### src/rtl/stopwatch_pkg.sv
// Shared definitions for the StopWatch input-conditioning blocks:
// edge-mode encodings, debounce FSM states and the edge qualification rule.
package stopwatch_pkg;

  localparam logic [1:0] EDGE_NONE = 2'b00;
  localparam logic [1:0] EDGE_RISE = 2'b01;
  localparam logic [1:0] EDGE_FALL = 2'b10;
  localparam logic [1:0] EDGE_BOTH = 2'b11;

  typedef enum logic {
    ST_STABLE   = 1'b0,
    ST_COUNTING = 1'b1
  } deb_state_t;

  // The direction of an event is defined by the level the channel settles to.
  function automatic logic edge_qualifies(input logic [1:0] sel, input logic new_level);
    return new_level ? |(sel & EDGE_RISE) : |(sel & EDGE_FALL);
  endfunction

endpackage

### src/rtl/multi_edge_detector_if.sv
// Bundle of per-channel button inputs, edge controls and conditioned outputs.
// The master side drives the raw inputs; the detector is the slave.
interface multi_edge_detector_if #(
  parameter int CH = 4
);
  logic [CH-1:0]   din;
  logic [2*CH-1:0] edge_sel;
  logic [CH-1:0]   clr_toggle;
  logic [CH-1:0]   level_db;
  logic [CH-1:0]   pulse;
  logic [CH-1:0]   toggle;

  modport master (
    output din, edge_sel, clr_toggle,
    input  level_db, pulse, toggle
  );

  modport slave (
    input  din, edge_sel, clr_toggle,
    output level_db, pulse, toggle
  );
endinterface

### src/rtl/edge_chan.sv
// One input channel: synchroniser, debounce FSM with stability counter,
// edge qualification, registered pulse and clearable toggle.
module edge_chan
  import stopwatch_pkg::*;
#(
  parameter int   SYNC_STAGES     = 2,
  parameter int   DEBOUNCE_CYCLES = 500000,
  parameter logic INIT_LEVEL      = 1'b0
) (
  input  logic       Clk,
  input  logic       rst,
  input  logic       din,
  input  logic [1:0] edge_sel,
  input  logic       clr_toggle,
  output logic       level_db,
  output logic       pulse,
  output logic       toggle
);

  localparam int               CNT_W    = $clog2(DEBOUNCE_CYCLES + 1);
  localparam logic [CNT_W-1:0] CNT_LAST = CNT_W'(DEBOUNCE_CYCLES - 1);

  logic [SYNC_STAGES-1:0] sync_reg;
  deb_state_t             state_reg, state_next;
  logic [CNT_W-1:0]       cnt_reg, cnt_next;
  logic                   level_reg, level_next;
  logic                   pulse_reg, pulse_next;
  logic                   toggle_reg, toggle_next;
  logic                   sync_s;
  logic                   deb_event;

  assign sync_s = sync_reg[SYNC_STAGES-1];

  always_ff @(posedge Clk) begin
    if (rst) begin
      sync_reg   <= {SYNC_STAGES{INIT_LEVEL}};
      state_reg  <= ST_STABLE;
      cnt_reg    <= '0;
      level_reg  <= INIT_LEVEL;
      pulse_reg  <= 1'b0;
      toggle_reg <= 1'b0;
    end else begin
      sync_reg   <= {sync_reg[SYNC_STAGES-2:0], din};
      state_reg  <= state_next;
      cnt_reg    <= cnt_next;
      level_reg  <= level_next;
      pulse_reg  <= pulse_next;
      toggle_reg <= toggle_next;
    end
  end

  always_comb begin
    state_next = state_reg;
    cnt_next   = cnt_reg;
    level_next = level_reg;
    deb_event  = 1'b0;
    case (state_reg)
      ST_STABLE: begin
        if (sync_s != level_reg) begin
          // A one-cycle debounce window accepts the new level immediately.
          if (DEBOUNCE_CYCLES == 1) begin
            level_next = sync_s;
            deb_event  = 1'b1;
          end else begin
            cnt_next   = CNT_W'(1);
            state_next = ST_COUNTING;
          end
        end
      end
      ST_COUNTING: begin
        if (sync_s == level_reg) begin
          cnt_next   = '0;
          state_next = ST_STABLE;
        end else if (cnt_reg == CNT_LAST) begin
          level_next = sync_s;
          cnt_next   = '0;
          state_next = ST_STABLE;
          deb_event  = 1'b1;
        end else begin
          cnt_next = cnt_reg + CNT_W'(1);
        end
      end
      default: begin
        cnt_next   = '0;
        state_next = ST_STABLE;
      end
    endcase
    pulse_next  = deb_event && edge_qualifies(edge_sel, level_next);
    // Clear beats a simultaneous event; the pulse itself is still reported.
    toggle_next = clr_toggle ? 1'b0 : (toggle_reg ^ pulse_next);
  end

  assign level_db = level_reg;
  assign pulse    = pulse_reg;
  assign toggle   = toggle_reg;

endmodule

### src/rtl/multi_edge_detector.sv
// Multi-channel button conditioner: CH independent edge_chan instances,
// each fed its own two-bit slice of edge_sel.
module multi_edge_detector
  import stopwatch_pkg::*;
#(
  parameter int   CH              = 4,
  parameter int   SYNC_STAGES     = 2,
  parameter int   DEBOUNCE_CYCLES = 500000,
  parameter logic INIT_LEVEL      = 1'b0
) (
  input logic                  Clk,
  input logic                  rst,
  multi_edge_detector_if.slave bus
);

  logic [CH-1:0] level_w;
  logic [CH-1:0] pulse_w;
  logic [CH-1:0] toggle_w;

  for (genvar gi = 0; gi < CH; gi++) begin : g_chan
    edge_chan #(
      .SYNC_STAGES    (SYNC_STAGES),
      .DEBOUNCE_CYCLES(DEBOUNCE_CYCLES),
      .INIT_LEVEL     (INIT_LEVEL)
    ) u_chan (
      .Clk       (Clk),
      .rst       (rst),
      .din       (bus.din[gi]),
      .edge_sel  (bus.edge_sel[2*gi +: 2]),
      .clr_toggle(bus.clr_toggle[gi]),
      .level_db  (level_w[gi]),
      .pulse     (pulse_w[gi]),
      .toggle    (toggle_w[gi])
    );
  end

  assign bus.level_db = level_w;
  assign bus.pulse    = pulse_w;
  assign bus.toggle   = toggle_w;

endmodule

### src/flat_wrapper.sv
// flat-port wrapper written by rule: the top's interface ports become plain ports
module multi_edge_detector_flat import stopwatch_pkg::*;
#(
  parameter int   CH              = 4,
  parameter int   SYNC_STAGES     = 2,
  parameter int   DEBOUNCE_CYCLES = 500000,
  parameter logic INIT_LEVEL      = 1'b0
)
  (Clk, rst, bus_din, bus_edge_sel, bus_clr_toggle, bus_level_db, bus_pulse, bus_toggle);
  multi_edge_detector_if #(.CH(CH)) bus_i ();
  input logic Clk;
  input logic rst;
  input wire logic [$bits(bus_i.din)-1:0] bus_din;
  input wire logic [$bits(bus_i.edge_sel)-1:0] bus_edge_sel;
  input wire logic [$bits(bus_i.clr_toggle)-1:0] bus_clr_toggle;
  output wire logic [$bits(bus_i.level_db)-1:0] bus_level_db;
  output wire logic [$bits(bus_i.pulse)-1:0] bus_pulse;
  output wire logic [$bits(bus_i.toggle)-1:0] bus_toggle;
  assign bus_i.din = bus_din;
  assign bus_i.edge_sel = bus_edge_sel;
  assign bus_i.clr_toggle = bus_clr_toggle;
  assign bus_level_db = bus_i.level_db;
  assign bus_pulse = bus_i.pulse;
  assign bus_toggle = bus_i.toggle;
  multi_edge_detector #(.CH(CH), .SYNC_STAGES(SYNC_STAGES), .DEBOUNCE_CYCLES(DEBOUNCE_CYCLES), .INIT_LEVEL(INIT_LEVEL)) u_core (.Clk(Clk), .rst(rst), .bus(bus_i));
endmodule
### config.mk
export PLATFORM = sky130hd
export DESIGN_NAME = multi_edge_detector_flat
export DESIGN_NICKNAME = d
export VERILOG_FILES = /design/src/rtl/stopwatch_pkg.sv /design/src/rtl/multi_edge_detector_if.sv /design/src/rtl/edge_chan.sv /design/src/rtl/multi_edge_detector.sv /design/src/flat_wrapper.sv
export SDC_FILE = /design/constraint.sdc
export NUM_CORES = 1
export LEC_CHECK = 0
export BUFFER_PORTS_ARGS = -buffer_cell sky130_fd_sc_hd__buf_2
export CORE_MARGIN = 2
export CORE_UTILIZATION = 61
export CTS_CLUSTER_SIZE = 12
export DETAILED_ROUTE_END_ITERATION = 6
export PLACE_DENSITY_LB_ADDON = 0.12
export SYNTH_ARGS = -nofsm -noshare
export SYNTH_HDL_FRONTEND = slang
export SYNTH_HIERARCHICAL = 1
export SYNTH_SLANG_ARGS = --single-unit
export TNS_END_PERCENT = 1
### constraint.sdc
create_clock -name Clk -period 2.1 [get_ports Clk]
set_clock_uncertainty 0.15 [all_clocks]
set_input_delay 0.42 -clock Clk [delete_from_list [all_inputs] [get_ports Clk]]
set_output_delay 0.42 -clock Clk [all_outputs]
set_load 0.005 [all_outputs]
# Word-level counts from Yosys, hierarchy flattened
# Index checks and enable logic that the tools add are counted.
word_totals:
  inputBits: 18
  ff_bits: 100
op_classes:
  n_bitwise: 8
  reduce_logical: 8
  muxes: 60
  eq_ne: 16
  n_addsub: 4
ops:
  columns: ["operator", "count"]
  rows:
  - ["$mux 19", 12]
  - ["$pmux 19 s2", 4]
  - ["$add 19x1->19 const B", 4]
  - ["$eq 19x19->1 const B", 4]
  - ["$mux 1", 40]
  - ["$ne 2x2->1 const B", 4]
  - ["$pmux 1 s2", 4]
  - ["$reduce_or 2->1", 4]
  - ["$eq 1x1->1", 4]
  - ["$logic_and 1x1->1", 4]
  - ["$ne 1x1->1", 4]
  - ["$not 1->1", 4]
  - ["$xor 1x1->1", 4]

# Longest topological paths before layout
# Gate-level depths: netlist of the first run.
depth:
  word_depth: 7
  mapped_depth: 7
  mapped_depth_nobuf: 6

# Cells and area by module
# Netlist of the first run, hierarchy kept.
modules_own_cells:
  columns: ["module", "seq_area_each_um2", "n_inst", "area_each_um2", "cells_per_inst"]
  rows:
  - ["edge_chan", 500.5, 4, 1263.7, 154]

# Worst setup path before layout of the first run
# No wires, ideal clock.
synth_path:
  path_type: "reg2reg"
  from: "register u_core.g_chan[0].u_chan.cnt_reg[9]"
  to: "register u_core.g_chan[0].u_chan.cnt_reg[10]"
  path_buffers: 0
  path_stages_with_launch: 6
  t_arrival_ns: 1.670
  period_less_slack_ns: 1.936
  setup_slack_ns: 0.164
  cell_sequence: "dfxtp_1 -> or4b_4 -> nor4_4 -> a21oi_2 -> a21o_1 -> a22o_1"
synth_via:
  elab_chain_cells: 4
synth_lines:
  columns: ["item", "line_no", "source"]
  rows:
  - ["from (decl)", "edge_chan.sv:25", "logic [CNT_W-1:0] cnt_reg, cnt_next;"]
  - ["from (signal assigned)", "edge_chan.sv:45", "cnt_reg <= cnt_next;"]
  - ["$add 19x1->19 or $eq 19x19->1 (tied branches)", "edge_chan.sv:80, edge_chan.sv:74", null]
  - ["$mux 19 *", "edge_chan.sv:74", "end else if (cnt_reg == CNT_LAST) begin"]
  - ["$mux 19 *", "edge_chan.sv:71", "if (sync_s == level_reg) begin"]
  - ["$pmux 19 s2 *", "edge_chan.sv:57", "case (state_reg)"]
# Every way passes the cells marked *; elsewhere a longest branch is shown, timed or not.
# A chain may end at the register's enable or synchronous reset.

# Final worst setup path of the first run
layout_path:
  from: "register u_core.g_chan[3].u_chan.cnt_reg[5]"
  to: "register u_core.g_chan[3].u_chan.level_reg"
layout_via:
  elab_chain_cells: 4
layout_lines:
  columns: ["item", "line_no", "source"]
  rows:
  - ["from (decl)", "edge_chan.sv:25", null]
  - ["from (signal assigned)", "edge_chan.sv:45", null]
  - ["$eq 19x19->1", "edge_chan.sv:74", null]
  - ["$mux 1", "edge_chan.sv:74", null]
  - ["$mux 1", "edge_chan.sv:71", null]
  - ["$mux 1", "edge_chan.sv:57", null]
  - ["to (signal assigned)", "edge_chan.sv:46", "level_reg <= level_next;"]
  - ["to (decl)", "edge_chan.sv:26", "logic level_reg, level_next;"]
# No other way between the ends.

==> impl_results.md, run 1 <==
- F_max: 463 MHz
- Clock Root Buffer: clkbuf_8
- WL/cell: 14.2 um
- RSZ-0062 raised after global routing: yes
- Overflow after GRT: 0
- Die ar.: 9030 um^2
- Syn Inst Count: 616
- Unique masters post-synth: 31
- Syn_area_per_cell: 8.21 um^2
- Placed instance area: 5830 um^2
- Critical path's slowest cell: or4b_4
- Synth warnings: 6
- Max reg flops: 76
- Slew Viols, Final: 0
- Leak Pwr: 2.47 nW
- Sink Count: 100
- Die H: 95.0 um
- Crit path capture: u_core/g_chan[3].u_chan/level_db
- Sequential area share after synthesis: 39.6%
- Clock Latency Late Sink: 0.36 ns
- Largest area contributor in the netlist: dfxtp_1
- Max-Slew Margin vs Limit: 71.6%
- GRT Util Overall: 26.3%
- Antenna fix cells: 0
- Std-Cell Rows: 33
- Finished Cell Area: 6150 um^2
- DRT iter0 DRCs: 142
- Slew at the pin closest to its max-slew limit: 0.426 ns
- Post-layout util: 75.6%
- Worst Setup Slack, final: -0.0596 ns
- # fillers: 608
- Fin nets: 741
- Maximum vdd ir drop: 0.374 mV
- Reg-to-reg endpoint: u_core/g_chan[3].u_chan/level_db
- Tmin final: 2.16 ns
- Area contributors post-synth: dfxtp_1, nand3_1, a21oi_1
- Data required, critical path: 2.20 ns
- Die X-Extent: 95.0 um
- Drc violations: 0
- PwrDens: 538 nW/um^2
- Num ports: 30
- Largest delay share family, worst path: simple AND/OR/NAND/NOR gates
- Setup tns final: -0.222 ns
- Synth-to-Final Area Change: 21.6%
- Cells along the critical path: or4b_4, nor4_4, buf_4, and2_4, a21oi_2, a41o_1
- Pre-CTS WS: 0.0279 ns
- Clk buf depth: 2
- WS Path Type: register to register
- Routed Antenna Nets: 0
- Router iterations before antenna repair: 5
- CTS Buf Count: 9
- Failing checks: setup timing
- Core area: 8130 um^2
- WHS: 0.0670 ns
- Largest net degree at the start of global routing: 26
- Reg2reg start: u_core/g_chan[3].u_chan/cnt_reg[5]
- Vias in the first global route: 4330
- Post-Syn Area: 5050 um^2
- Post-synthesis net count: 638
- Seq cells post-synth: 100
- CP Depth: 6
- First-pass GRT wire length: 19.4 mm
- Worst path max stage delay: 0.56 ns
- Vias/cell: 5.88
- CP Data Arrival Time: 2.26 ns
- Startpoint Class: register
- Status: finished with violations
- Total wire length: 11.8 mm
- Max_cap viols: 0
- Share of cells above drive strength 1: 21.6%
- Vias: 4867
- RD Place Congestion: 0.879
- Initial antenna violation count: 0
- CTS tree: done
- Critical Path Source: u_core/g_chan[3].u_chan/cnt_reg[5]
- Hpwl dp: 8.26 mm
- Final Setup Violations: 9
- Starting Density: 62.1%
- Critical Path End Type: register
- CTS clk-pin slew, worst paths: 0.09 ns
- Yosys top cell area share: 39.6%
- Worst R2R Setup Slack: -0.06 ns
- H-tree levels: 3
- Buf/Inv on CP: 1
- Min-Delay Path Class: input port to register
- CP max FO: 3
- Path depth of the worst reg2reg path: 6
- Crit share post-route: 103%
- Hold Fails Final Rpt: 0
- Port Buffers: 29
==> layout make-up <==
type,instances,area [um^2],area share (%)
clock buffers,11,141,2.30
clock inverters,4,50.0,0.814
inverters,16,60.1,0.977
multi-input cells,481,2950,47.9
flip-flops and latches,100,2010,32.7
well taps,105,131,2.14
repair buffers,111,810,13.2
==> power breakdown <==
| group | switching, mW | leakage (nW) | internal [mW] |
|---|---|---|---|
| Sequential | 0.00878 | 0.811 | 1.91 |
| Clock | 0.637 | 0.0914 | 0.576 |
| Combinational | 0.0980 | 1.57 | 0.0808 |
| Total | 0.744 | 2.47 | 2.56 |
==> layer usage <==
metal / vias up / global-route usage, % / routed length (um)
met5: - / 0 / 0
li1: 2451 / - / -
met4: 0 / 5.80 / 196
met1: 2278 / 34.6 / 5330
met3: 20 / 5.14 / 522
met2: 118 / 44.7 / 5730
==> through the flow <==
step	power, mW	std cells
after CTS	3.33	822
after floorplan	2.05	616
after global routing	3.44	828
after global placement	2.13	807
after detailed placement	2.13	807
final	3.31	828
==> how the worst min path moves through the flow <==
| stage | start | endpoint | cells past startpoint |
|---|---|---|---|
| after global routing | bus_clr_toggle[2] | u_core/g_chan[2].u_chan/toggle | 2 |
| after global placement | u_core/g_chan[2].u_chan/sync_reg[0] | u_core/g_chan[2].u_chan/sync_reg[1] | 1 |
| after detailed placement | u_core/g_chan[2].u_chan/sync_reg[0] | u_core/g_chan[2].u_chan/sync_reg[1] | 1 |
| after CTS | bus_clr_toggle[2] | u_core/g_chan[2].u_chan/toggle | 2 |
| after floorplan | u_core/g_chan[0].u_chan/sync_reg[0] | u_core/g_chan[0].u_chan/sync_reg[1] | 1 |
| final | bus_clr_toggle[2] | u_core/g_chan[2].u_chan/toggle | 2 |
==> cell families (layout without fill, tap and decap cells) <==
group | count (synthesis) | count (layout) | synth area share [%]
DFF | 100 | 100 | 39.6
xor gates and xnor gates | 16 | 16 | 2.77
buffers and inverters | 36 | 142 | 3.56
adders and majority gates | 4 | 4 | 0.990
and+or+nand+nor | 300 | 300 | 32.0
muxes | 24 | 24 | 4.75
AOI/OAI and AO/OA | 136 | 137 | 16.3
==> what timing repair did <==
| action | CTS | global route |
|---|---|---|
| setup buffers | 0 | 5 |
| endpoints found under the setup margin | 0 | 28 |
| gates resized for setup | 0 | 25 |
| hold buffers | 0 | 0 |
| endpoints found under the hold margin | 0 | 0 |
==> cell usage after synthesis <==
| cell type | instances |
|---|---|
| a21oi_2 | 4 |
| a21oi_1 | 64 |
| a22o_1 | 16 |
| nand4_1 | 20 |
| dfxtp_1 | 100 |
| nor3_1 | 16 |
| ha_1 | 4 |
| nand2_1 | 80 |
| mux2i_1 | 24 |
| clkbuf_1 | 12 |
| nor4_1 | 4 |
| and4_1 | 8 |
| or3_1 | 12 |
| a21o_1 | 12 |
| inv_1 | 16 |
| nor4_4 | 4 |
| and2_1 | 12 |
| o211a_1 | 4 |
| nand3_1 | 72 |
| or4b_4 | 4 |
| o21ai_0 | 32 |
| xor2_1 | 16 |
| nand3b_1 | 8 |
| nor2_1 | 36 |
| and3_1 | 8 |
| nor2b_1 | 8 |
| a41o_1 | 4 |
| buf_6 | 4 |
| nor4bb_1 | 4 |
| nor3b_1 | 4 |
| buf_4 | 4 |
==> layout by cell type, fill, tap and decap left out, types with 10 or more instances in the layout <==
| cell type | Yosys | final |
|---|---|---|
| a21oi_2 | 4 | 11 |
| buf_2 | 0 | 29 |
| nor3_1 | 16 | 16 |
| xor2_1 | 16 | 16 |
| inv_1 | 16 | 16 |
| nor2_1 | 36 | 36 |
| nand2_1 | 80 | 80 |
| a22o_1 | 16 | 16 |
| o21ai_0 | 32 | 31 |
| nand4_1 | 20 | 20 |
| nand3_1 | 72 | 72 |
| dfxtp_1 | 100 | 94 |
| a21o_1 | 12 | 12 |
| clkbuf_8 | 0 | 10 |
| a21oi_1 | 64 | 55 |
| and2_1 | 12 | 10 |
| mux2i_1 | 24 | 24 |
| buf_4 | 4 | 76 |
| or3_1 | 12 | 12 |
Power figures use the tool's default switching activity.
==> run 2: changes to the inputs <==
--- a/config.mk
+++ b/config.mk
@@ -13,6 +13,5 @@
 export PLACE_DENSITY_LB_ADDON = 0.12
 export SYNTH_ARGS = -nofsm -noshare
 export SYNTH_HDL_FRONTEND = slang
-export SYNTH_HIERARCHICAL = 1
 export SYNTH_SLANG_ARGS = --single-unit
 export TNS_END_PERCENT = 1
==> impl_results.md, run 2 <==
- Largest area contributor in the netlist: dfxtp_1
- Largest net degree at the start of global routing: 21 (-19%)
- Slew at the pin closest to its max-slew limit: 0.841 ns (+0.416 ns)
- Syn_area_per_cell: 8.34 um^2 (+1.7%)
- Unique masters post-synth: 67 (+120%)
- H-tree levels: 3 (unchanged)
- RD Place Congestion: 0.863 (-1.8%)
- Port Buffers: 29 (unchanged)
- Largest delay share family, worst path: simple AND/OR/NAND/NOR gates
- Clock Latency Late Sink: 0.36 ns (about the same)
- CTS tree: done
- Area contributors post-synth: dfxtp_1, nand2_1, nand3_1
- Share of cells above drive strength 1: 19.2% (-2.4 points)
- Router iterations before antenna repair: 5 (unchanged)
- Reg2reg start: u_core.g_chan[2].u_chan.cnt_reg[10]
- Hold Fails Final Rpt: 0 (unchanged)
- Die H: 95.4 um (+0.41%)
- Critical Path Source: u_core.g_chan[2].u_chan.cnt_reg[10]
- CP Data Arrival Time: 2.22 ns (-0.04 ns)
- Max reg flops: 76 (unchanged)
- Sink Count: 100 (unchanged)
- Core area: 8180 um^2 (+0.51%)
- DRT iter0 DRCs: 250 (+76%)
- Final Setup Violations: 1 (-8)
- Worst Setup Slack, final: -0.000115 ns (+0.0595 ns)
- RSZ-0062 raised after global routing: yes
- GRT Util Overall: 27.5% (+1.3 points)
- Data required, critical path: 2.22 ns (+0.02 ns)
- Total wire length: 12.2 mm (+3.6%)
- F_max: 476 MHz (+2.8%)
- Most frequent cells in the layout: dfxtp_1, nand2_1, buf_4
- Synth-to-Final Area Change: 15.2%
- Tmin final: 2.10 ns (-0.0595 ns)
- Maximum vdd ir drop: 0.361 mV (-3.4%)
- Drc violations: 0 (unchanged)
- Die ar.: 9100 um^2 (+0.81%)
- PwrDens: 548 nW/um^2 (+1.9%)
- Die X-Extent: 95.4 um (+0.41%)
- Hpwl dp: 8.47 mm (+2.5%)
- Hold path start: bus_clr_toggle[1]
- Critical path's slowest cell: or4_4
- Yosys top cell area share: 39.3% (-0.33 points)
- Number of flops mapped to enable cells by yosys: 0 (unchanged)
- Syn Inst Count: 611 (-0.81%)
- Pre-CTS WS: -0.0910 ns (-0.119 ns)
- Leak Pwr: 2.16 nW (-13%)
- Starting Density: 62.4% (+0.21 points)
- Fin nets: 695 (-6.2%)
- WS Path Type: register to register
- Routed Antenna Nets: 0 (unchanged)
- Vias/cell: 6.21 (+5.6%)
- Min-Delay Path Class: input port to register
- Post-synthesis net count: 633 (-0.78%)
- Post-Syn Area: 5100 um^2 (+0.84%)
- Initial antenna violation count: 0 (unchanged)
- Failing checks: setup timing
- Max_cap viols: 0 (unchanged)
- Antenna fix cells: 0 (unchanged)
- CP max FO: 4 (+1)
- Buf/Inv on CP: 1 (unchanged)
- Std-Cell Rows: 33 (unchanged)
- Overflow after GRT: 0 (unchanged)
- Startpoint Class: register
- Synth warnings: 0 (-6)
- Top-count cell post-synth: dfxtp_1
- Clk buf depth: 2 (unchanged)
- Placed Cells: 764 (-5.3%)
- CTS Buf Count: 9 (unchanged)
- First-pass GRT wire length: 20.0 mm (+2.9%)
- Fraction of registers with async set/reset: 0% (unchanged)
- Num ports: 30 (unchanged)
- Seq cells post-synth: 100 (unchanged)
- Fin cells: 783 (-5.4%)
- CTS clk-pin slew, worst paths: 0.09 ns (about the same)
- Critical Path End Type: register
- Cells along the critical path: or4_4, nor4_4, buf_4, and3_4, nor2b_1, o21a_1
- Status: finished with violations
- Predominant post-synthesis flop cell: dfxtp_1
- Clock Root Buffer: clkbuf_8
- Vias: 4862 (-0.10%)
- Synth top cells by count: dfxtp_1, nand2_1, nand3_1
- Sequential area share after synthesis: 39.3% (-0.33 points)
- Leading cell type in the layout, fill and taps excluded: dfxtp_1
- Slew Viols, Final: 0 (unchanged)
- Worst path max stage delay: 0.55 ns (about the same)
- Vias in the first global route: 4406 (+1.8%)
- Max-Slew Margin vs Limit: 43.8% (-28 points)
- WL/cell: 15.6 um (+9.5%)
- Crit share post-route: 100% (-2.8 points)
## run 2: cell types whose count changed in the layout (fill, tap and decap cells not counted), moves of 6 or more
cell	before	now
a21oi_1	55	29
a21oi_2	11	3
a22o_1	16	10
a31oi_1	0	35
and4_1	8	14
buf_4	76	50
mux2i_1	24	3
nand2b_1	0	10
nand3_1	72	45
xnor2_1	0	12
xor2_1	16	10
## run 2: repair_timing
action                                  4_1_cts  5_1_grt
buffers inserted                              0        1
hold buffers                                  0        0
resized for setup                             3       14
cloned                                        1        1
pin swaps                                     1        7
endpoints found under the setup margin       14       46
## run 2: power breakdown
group	internal [mW]	total [mW]	leakage, nW	switching, mW
clock	0.493	1.15	0.0961	0.658
combinational	0.0626	0.151	1.26	0.0882
sequential	1.91	1.92	0.809	0.0113
## run 2: stage by stage
step	TNS [ns]	power (mW)	cell area [um^2]	util [%]	hold WS (ns)
after floorplan	0	2.04	5100	-	0.264
after global placement	-0.0870	2.11	5590	68.4	0.266
after detailed placement	-0.312	2.11	5590	68.4	0.270
after CTS	0	3.24	5800	70.9	0.0503
after global routing	-0.709	3.32	5870	71.9	0.0544
final	-0.000115	3.22	5870	71.9	0.0547
## run 2: area by class of cell
type / instances / area (um^2)
Clock buffer: 12 / 155
Clock inverter: 4 / 23.8
Fill cell: 655 / 2300
Inverter: 12 / 45.0
Multi-Input combinational cell: 468 / 2940
Sequential cell: 100 / 2000
Tap cell: 105 / 131
Timing Repair Buffer: 82 / 572
## run 2: cells by family after synthesis
| kind of cell | synth area share, % |
|---|---|
| buffers and inverters | 4.98 |
| adder cells (fa/ha/maj) | 0.982 |
| AO/OA/AOI/OAI | 18.5 |
| XOR/XNOR | 4.10 |
| multiplexers | 0.589 |
| AND/OR/NAND/NOR | 31.5 |
| flip-flops | 39.3 |
## run 2: metal layers
| metal | track usage, % | vias to the layer above | share of wire, % |
|---|---|---|---|
| met2 | 46.8 | 167 | 48 |
| met4 | 7.62 | 0 | 1.1 |
| li1 | - | 2398 | - |
| met3 | 5.53 | 13 | 6.0 |
| met5 | 0 | - | 0 |
| met1 | 35.7 | 2284 | 45 |
## run 2: worst paths after layout
check / cells after the start / end / slack [ns]
worst min register to register: 1 / u_core.g_chan[3].u_chan.sync_reg[1] / 0.29
worst min-delay path: 2 / u_core.g_chan[1].u_chan.toggle / 0.05
worst max register to register: 6 / u_core.g_chan[2].u_chan.level_db / -0.0001
worst max-delay path: 6 / u_core.g_chan[2].u_chan.level_db / -0.0001
